### src/rtl/regfile_scan_ctrl.sv
// Runs the CPU for a programmed number of cycles, then borrows regfile read
// port A to stream every register out over valid/ready and count mismatches.
module regfile_scan_ctrl #(
    parameter int unsigned NUM_REGS = 32,
    parameter int unsigned ADDR_W   = 5,
    parameter int unsigned DATA_W   = 32,
    parameter int unsigned CYC_W    = 32
) (
    input  logic                clock,
    input  logic                reset,
    input  logic                start,
    input  logic [CYC_W-1:0]    num_cycles,
    input  logic [ADDR_W-1:0]   cpu_rs1,
    output logic [ADDR_W-1:0]   rf_readRegA,
    input  logic [DATA_W-1:0]   rf_dataA,
    output logic                cpu_run,
    output logic                scan_active,
    output logic                out_valid,
    input  logic                out_ready,
    output logic [ADDR_W-1:0]   out_idx,
    output logic [DATA_W-1:0]   out_data,
    input  logic [DATA_W-1:0]   exp_data,
    output logic [ADDR_W:0]     mismatch_cnt,
    output logic [CYC_W-1:0]    cycle_count,
    output logic                done
);

    localparam logic [ADDR_W-1:0] LAST_IDX = ADDR_W'(NUM_REGS - 1);
    localparam logic [CYC_W-1:0]  CYC_MAX  = {CYC_W{1'b1}};

    typedef enum logic [2:0] {
        S_IDLE,
        S_RUN,
        S_SETTLE,
        S_SCAN,
        S_DONE
    } state_t;

    state_t             state;
    logic [CYC_W-1:0]   limit;
    logic               hs_c;
    logic               miss_c;

    // Port A belongs to the scanner only while scan_active is set
    assign rf_readRegA = scan_active ? out_idx : cpu_rs1;

    assign hs_c   = out_valid && out_ready;
    assign miss_c = (out_data != exp_data);

    always_ff @(posedge clock) begin
        if (reset) begin
            state        <= S_IDLE;
            limit        <= '0;
            cpu_run      <= 1'b0;
            scan_active  <= 1'b0;
            out_valid    <= 1'b0;
            done         <= 1'b0;
            out_idx      <= '0;
            out_data     <= '0;
            mismatch_cnt <= '0;
            cycle_count  <= '0;
        end else begin
            case (state)
                S_IDLE, S_DONE: begin
                    if (start) begin
                        limit        <= num_cycles;
                        cycle_count  <= '0;
                        mismatch_cnt <= '0;
                        out_idx      <= '0;
                        done         <= 1'b0;
                        if (num_cycles == '0) begin
                            state       <= S_SETTLE;
                            scan_active <= 1'b1;
                        end else begin
                            state   <= S_RUN;
                            cpu_run <= 1'b1;
                        end
                    end
                end

                // cpu_run stays high for exactly limit cycles
                S_RUN: begin
                    if (cycle_count != CYC_MAX) begin
                        cycle_count <= cycle_count + CYC_W'(1);
                    end
                    if (cycle_count == limit - CYC_W'(1)) begin
                        state       <= S_SETTLE;
                        cpu_run     <= 1'b0;
                        scan_active <= 1'b1;
                    end
                end

                // Port A has shown out_idx for a full cycle; capture its data
                S_SETTLE: begin
                    out_data  <= rf_dataA;
                    out_valid <= 1'b1;
                    state     <= S_SCAN;
                end

                S_SCAN: begin
                    if (hs_c) begin
                        out_valid <= 1'b0;
                        if (miss_c) begin
                            mismatch_cnt <= mismatch_cnt + (ADDR_W + 1)'(1);
                        end
                        if (out_idx == LAST_IDX) begin
                            state       <= S_DONE;
                            done        <= 1'b1;
                            scan_active <= 1'b0;
                        end else begin
                            out_idx <= out_idx + ADDR_W'(1);
                            state   <= S_SETTLE;
                        end
                    end
                end

                default: begin
                    state <= S_IDLE;
                end
            endcase
        end
    end

endmodule

### config.mk
export PLATFORM = sky130hd
export DESIGN_NAME = regfile_scan_ctrl
export DESIGN_NICKNAME = d
export VERILOG_FILES = /design/src/rtl/regfile_scan_ctrl.sv
export SDC_FILE = /design/constraint.sdc
export NUM_CORES = 1
export LEC_CHECK = 0
export BUFFER_PORTS_ARGS = -buffer_cell sky130_fd_sc_hd__buf_2
export CORE_MARGIN = 2
export CORE_UTILIZATION = 30
export DETAILED_ROUTE_END_ITERATION = 7
export MAX_ROUTING_LAYER = met4
export SLEW_MARGIN = 20
export SYNTH_ARGS = -nofsm -noshare
export SYNTH_HDL_FRONTEND = slang
export SYNTH_SLANG_ARGS = --single-unit
### constraint.sdc
create_clock -name clock -period 3.5 [get_ports clock]
set_input_delay 0.525 -clock clock [delete_from_list [all_inputs] [get_ports clock]]
set_output_delay 0.525 -clock clock [all_outputs]
set_load 0.05 [all_outputs]
==> impl_metrics.toml <==
[outcome]
status = "complete, no violations"

[yosys]
synth_flop_cell = "dfxtp_1"
synth_nets = 901
synthArstFlopShare_pct = 0
synth_xor_area_share_pct = 13.58
yosysTopAreaCell = "dfxtp_1"
synth_cell_types = 68
synth_top_area_share_pct = 36.49
synthTopCellsByArea = "dfxtp_1 (36%), nand2_1 (10%), xnor2_1 (9.1%)"
synth_area_sq_um = 6255
muxShareOfSynthArea_pct = 2.561
ys_seq_area_share_pct = 36.49
ys_warn_count = 0
ys_seq_elements = 114
synth-compound-area-share_pct = 12.42
syn_inst = 791
synthSimpleGateAreaFrac_pct = 29.67
avgSynthCellArea_sq_um = 7.907
synth_top_family_by_area = "simple AND/OR/NAND/NOR gates"
synthAdderAreaFrac_pct = 1.000
synth_edf_count = 0

[setup_path]
reg2reg_depth = 8
cp_top_family = "compound AO/OA/AOI/OAI gates"
path_cells = "nor4_4 > nand3_2 > or4_1 > a2111oi_1 > o2111ai_1 > a2111oi_4 > a21oi_2 > o21a_1"
required_ns = 3.80
path_max_fanout = 11
worst-path-buf-inv = 0
r2r-end = "state[0]"
worst_ep_arrival_time_ns = 3.49
startpoint_type = "register"
cpMaxStageDelayCell = "nor4_4"
r2r_start = "limit[2]"
critPathKind = "reg -> reg"
cp-end-kind = "register"
rrSetupSlack_ns = 0.31
slowest_delay_ns = 0.58

[cts]
cts_htree_levels = 4
root_buffer = "clkbuf_16"
clock-sinks = 114
post_cts_buffers = 0
cts_tree = "built"
clkLatencyLatePin_ns = 0.41
clockBufferDepth = 2
numCtsBuffers = 17
cts.clk_slew.worst_paths_ns = 0.06
post_cts_resized = 0
cts_hold_buf = 0

[drt]
drcViolationCount = 0
first_pass_iters = 5
vias = 6100
ant_nets = 0
first_iter_violations = 341
wl_um = 18800
vias_per_cell = 4.896
routedWlPerCell_um = 15.09

[die]
dieArea_sq_um = 22020
die_h_um = 148.4
rows = 52
core-area_sq_um = 20360
die_w_um = 148.4
ios = 189
start_util_pct = 30.71

[sta]
hold_viol = 0
rsz0062_at_grt = "no"
min_period_over_period_pct = 91.28
fin_worst_skew_ns = 0.01353
period_needed_ns = 3.195
relSlewSlack_pct = 44.00
fin_tns_setup_ns = 0
clock.fmax_mhz = 313.0
worstMarginPinSlew_ns = 0.8400
setup_viol = 0
drv_slew = 0

[min_path]
hold_depth = 3
hold_class = "in -> reg"
hold_end = "out_data[28]"
hold_start = "rf_dataA[28]"

[cells_and_area]
area_growth_pct = 27.55
nNetsFinal = 1071
final_common_cell = "buf_2"
mostFrequentLayoutCells = "buf_2 (188), nand2_1 (169), dfxtp_1 (114)"
drive_above_1_share_pct = 26.18

[global_routing]
antenna_found_initial = 1
grt-ovfl-total = 0
grt_pass1_vias = 5675
grt_pass1_wl_um = 29440
grt_max_degree = 75
track_usage_pct = 17.50

[placement]
numPortBuffers = 188
dp_hpwl_um = 14260
place_congestion = 0.8867

[power]
vdd_ir_drop_max_mv = 0.2715
report.power.total_w = 0.004336
p_leak_nw = 3.189
p_per_area_nw_per_um2 = 543.5

[flow_run]
cap_violations = 0
worst max path at each step:
stage	startpoint	to	slack (ns)	depth (start not counted)
global route	limit[2]	state[0]	0.11	8
detailed placement	limit[2]	cpu_run	0.32	8
CTS	limit[2]	state[0]	0.29	8
finish	limit[2]	state[0]	0.31	8
floorplan	cycle_count[19]	cycle_count[17]	0.62	9
global placement	limit[2]	cpu_run	0.38	8
final cells by class:
cell class | instances | area (sq um)
Tap cell | 270 | 337.8
Timing Repair Buffer | 195 | 1006
Antenna cell | 2 | 5.005
Clock inverter | 13 | 158.9
Fill cell | 2127 | 12390
Sequential cell | 114 | 2282
Inverter | 10 | 37.54
Clock buffer | 19 | 442.9
Multi-Input combinational cell | 623 | 3707
sequential cells by signal, summed over array words and instances, names as in the netlist:
register and flops:
out_valid 1, out_idx 5, done 1, scan_active 1
cycle_count 32, state 3, limit 32, cpu_run 1
out_data 32, mismatch_cnt 6
logic make-up (layout without fill, tap and decap cells):
family                     after synthesis  count (layout)
and+or+nand+nor                        378             378
DFF                                    114             114
xor gates and xnor gates                97              97
AOI/OAI and AO/OA                      128             128
buffers and inverters                   54             237
other                                    0               2
muxes                                   15              15
adders and majority gates                5               5
where the power goes:
group | switching [W] | internal (W) | leakage [nW]
combinational | 0.000668 | 0.000385 | 1.97
sequential | 0.000121 | 0.00138 | 0.926
clock | 0.000641 | 0.00114 | 0.290
layer usage:
| layer | up-vias | part of all wire (%) | GRT usage [%] | wire (um) |
|---|---|---|---|---|
| met2 | 186 | 48 | 29.17 | 9017 |
| met4 | 0 | 1.2 | 4.381 | 229 |
| li1 | 3083 | - | - | - |
| met1 | 2814 | 45 | 21.39 | 8505 |
| met5 | - | 0 | - | 0 |
| met3 | 17 | 5.6 | 4.202 | 1048 |
worst min-delay path, delay by kind of cell:
| kind | cells | cell delay, ns |
|---|---|---|
| simple gates | 1 | 0.05 |
| compound gates | 1 | 0.05 |
| buf+inv | 1 | 0.09 |
synth_stat cells, types with 5 or more instances:
library cell	n
nor4_1	12
nor3_1	20
nor2b_1	6
clkbuf_1	32
dfxtp_1	114
nand2b_1	5
and4_1	6
nand3b_1	6
o21ai_0	16
or4_1	8
ha_1	5
nand2_1	169
a21oi_1	80
nor4b_1	5
nand3_1	18
nor2_1	62
nand4_1	22
or3_1	9
xor2_1	32
buf_6	6
xnor2_1	65
inv_1	10
mux2i_1	7
mux2_2	8
through the flow:
stage | hold slack, ns | cells | cell area (sq um) | utilization [%] | worst slack [ns]
CTS | 0.3244 | 1244 | 7973 | 39.15 | 0.2897
finish | 0.3435 | 1246 | 7978 | 39.17 | 0.3051
detailed placement | 0.4545 | 1212 | 7371 | 36.19 | 0.3193
global placement | 0.4439 | 1212 | 7371 | 36.19 | 0.3786
floorplan | 0.4488 | 791 | 6255 | - | 0.6211
global route | 0.3348 | 1245 | 7975 | 39.16 | 0.1103
Power figures use the tool's default switching activity.
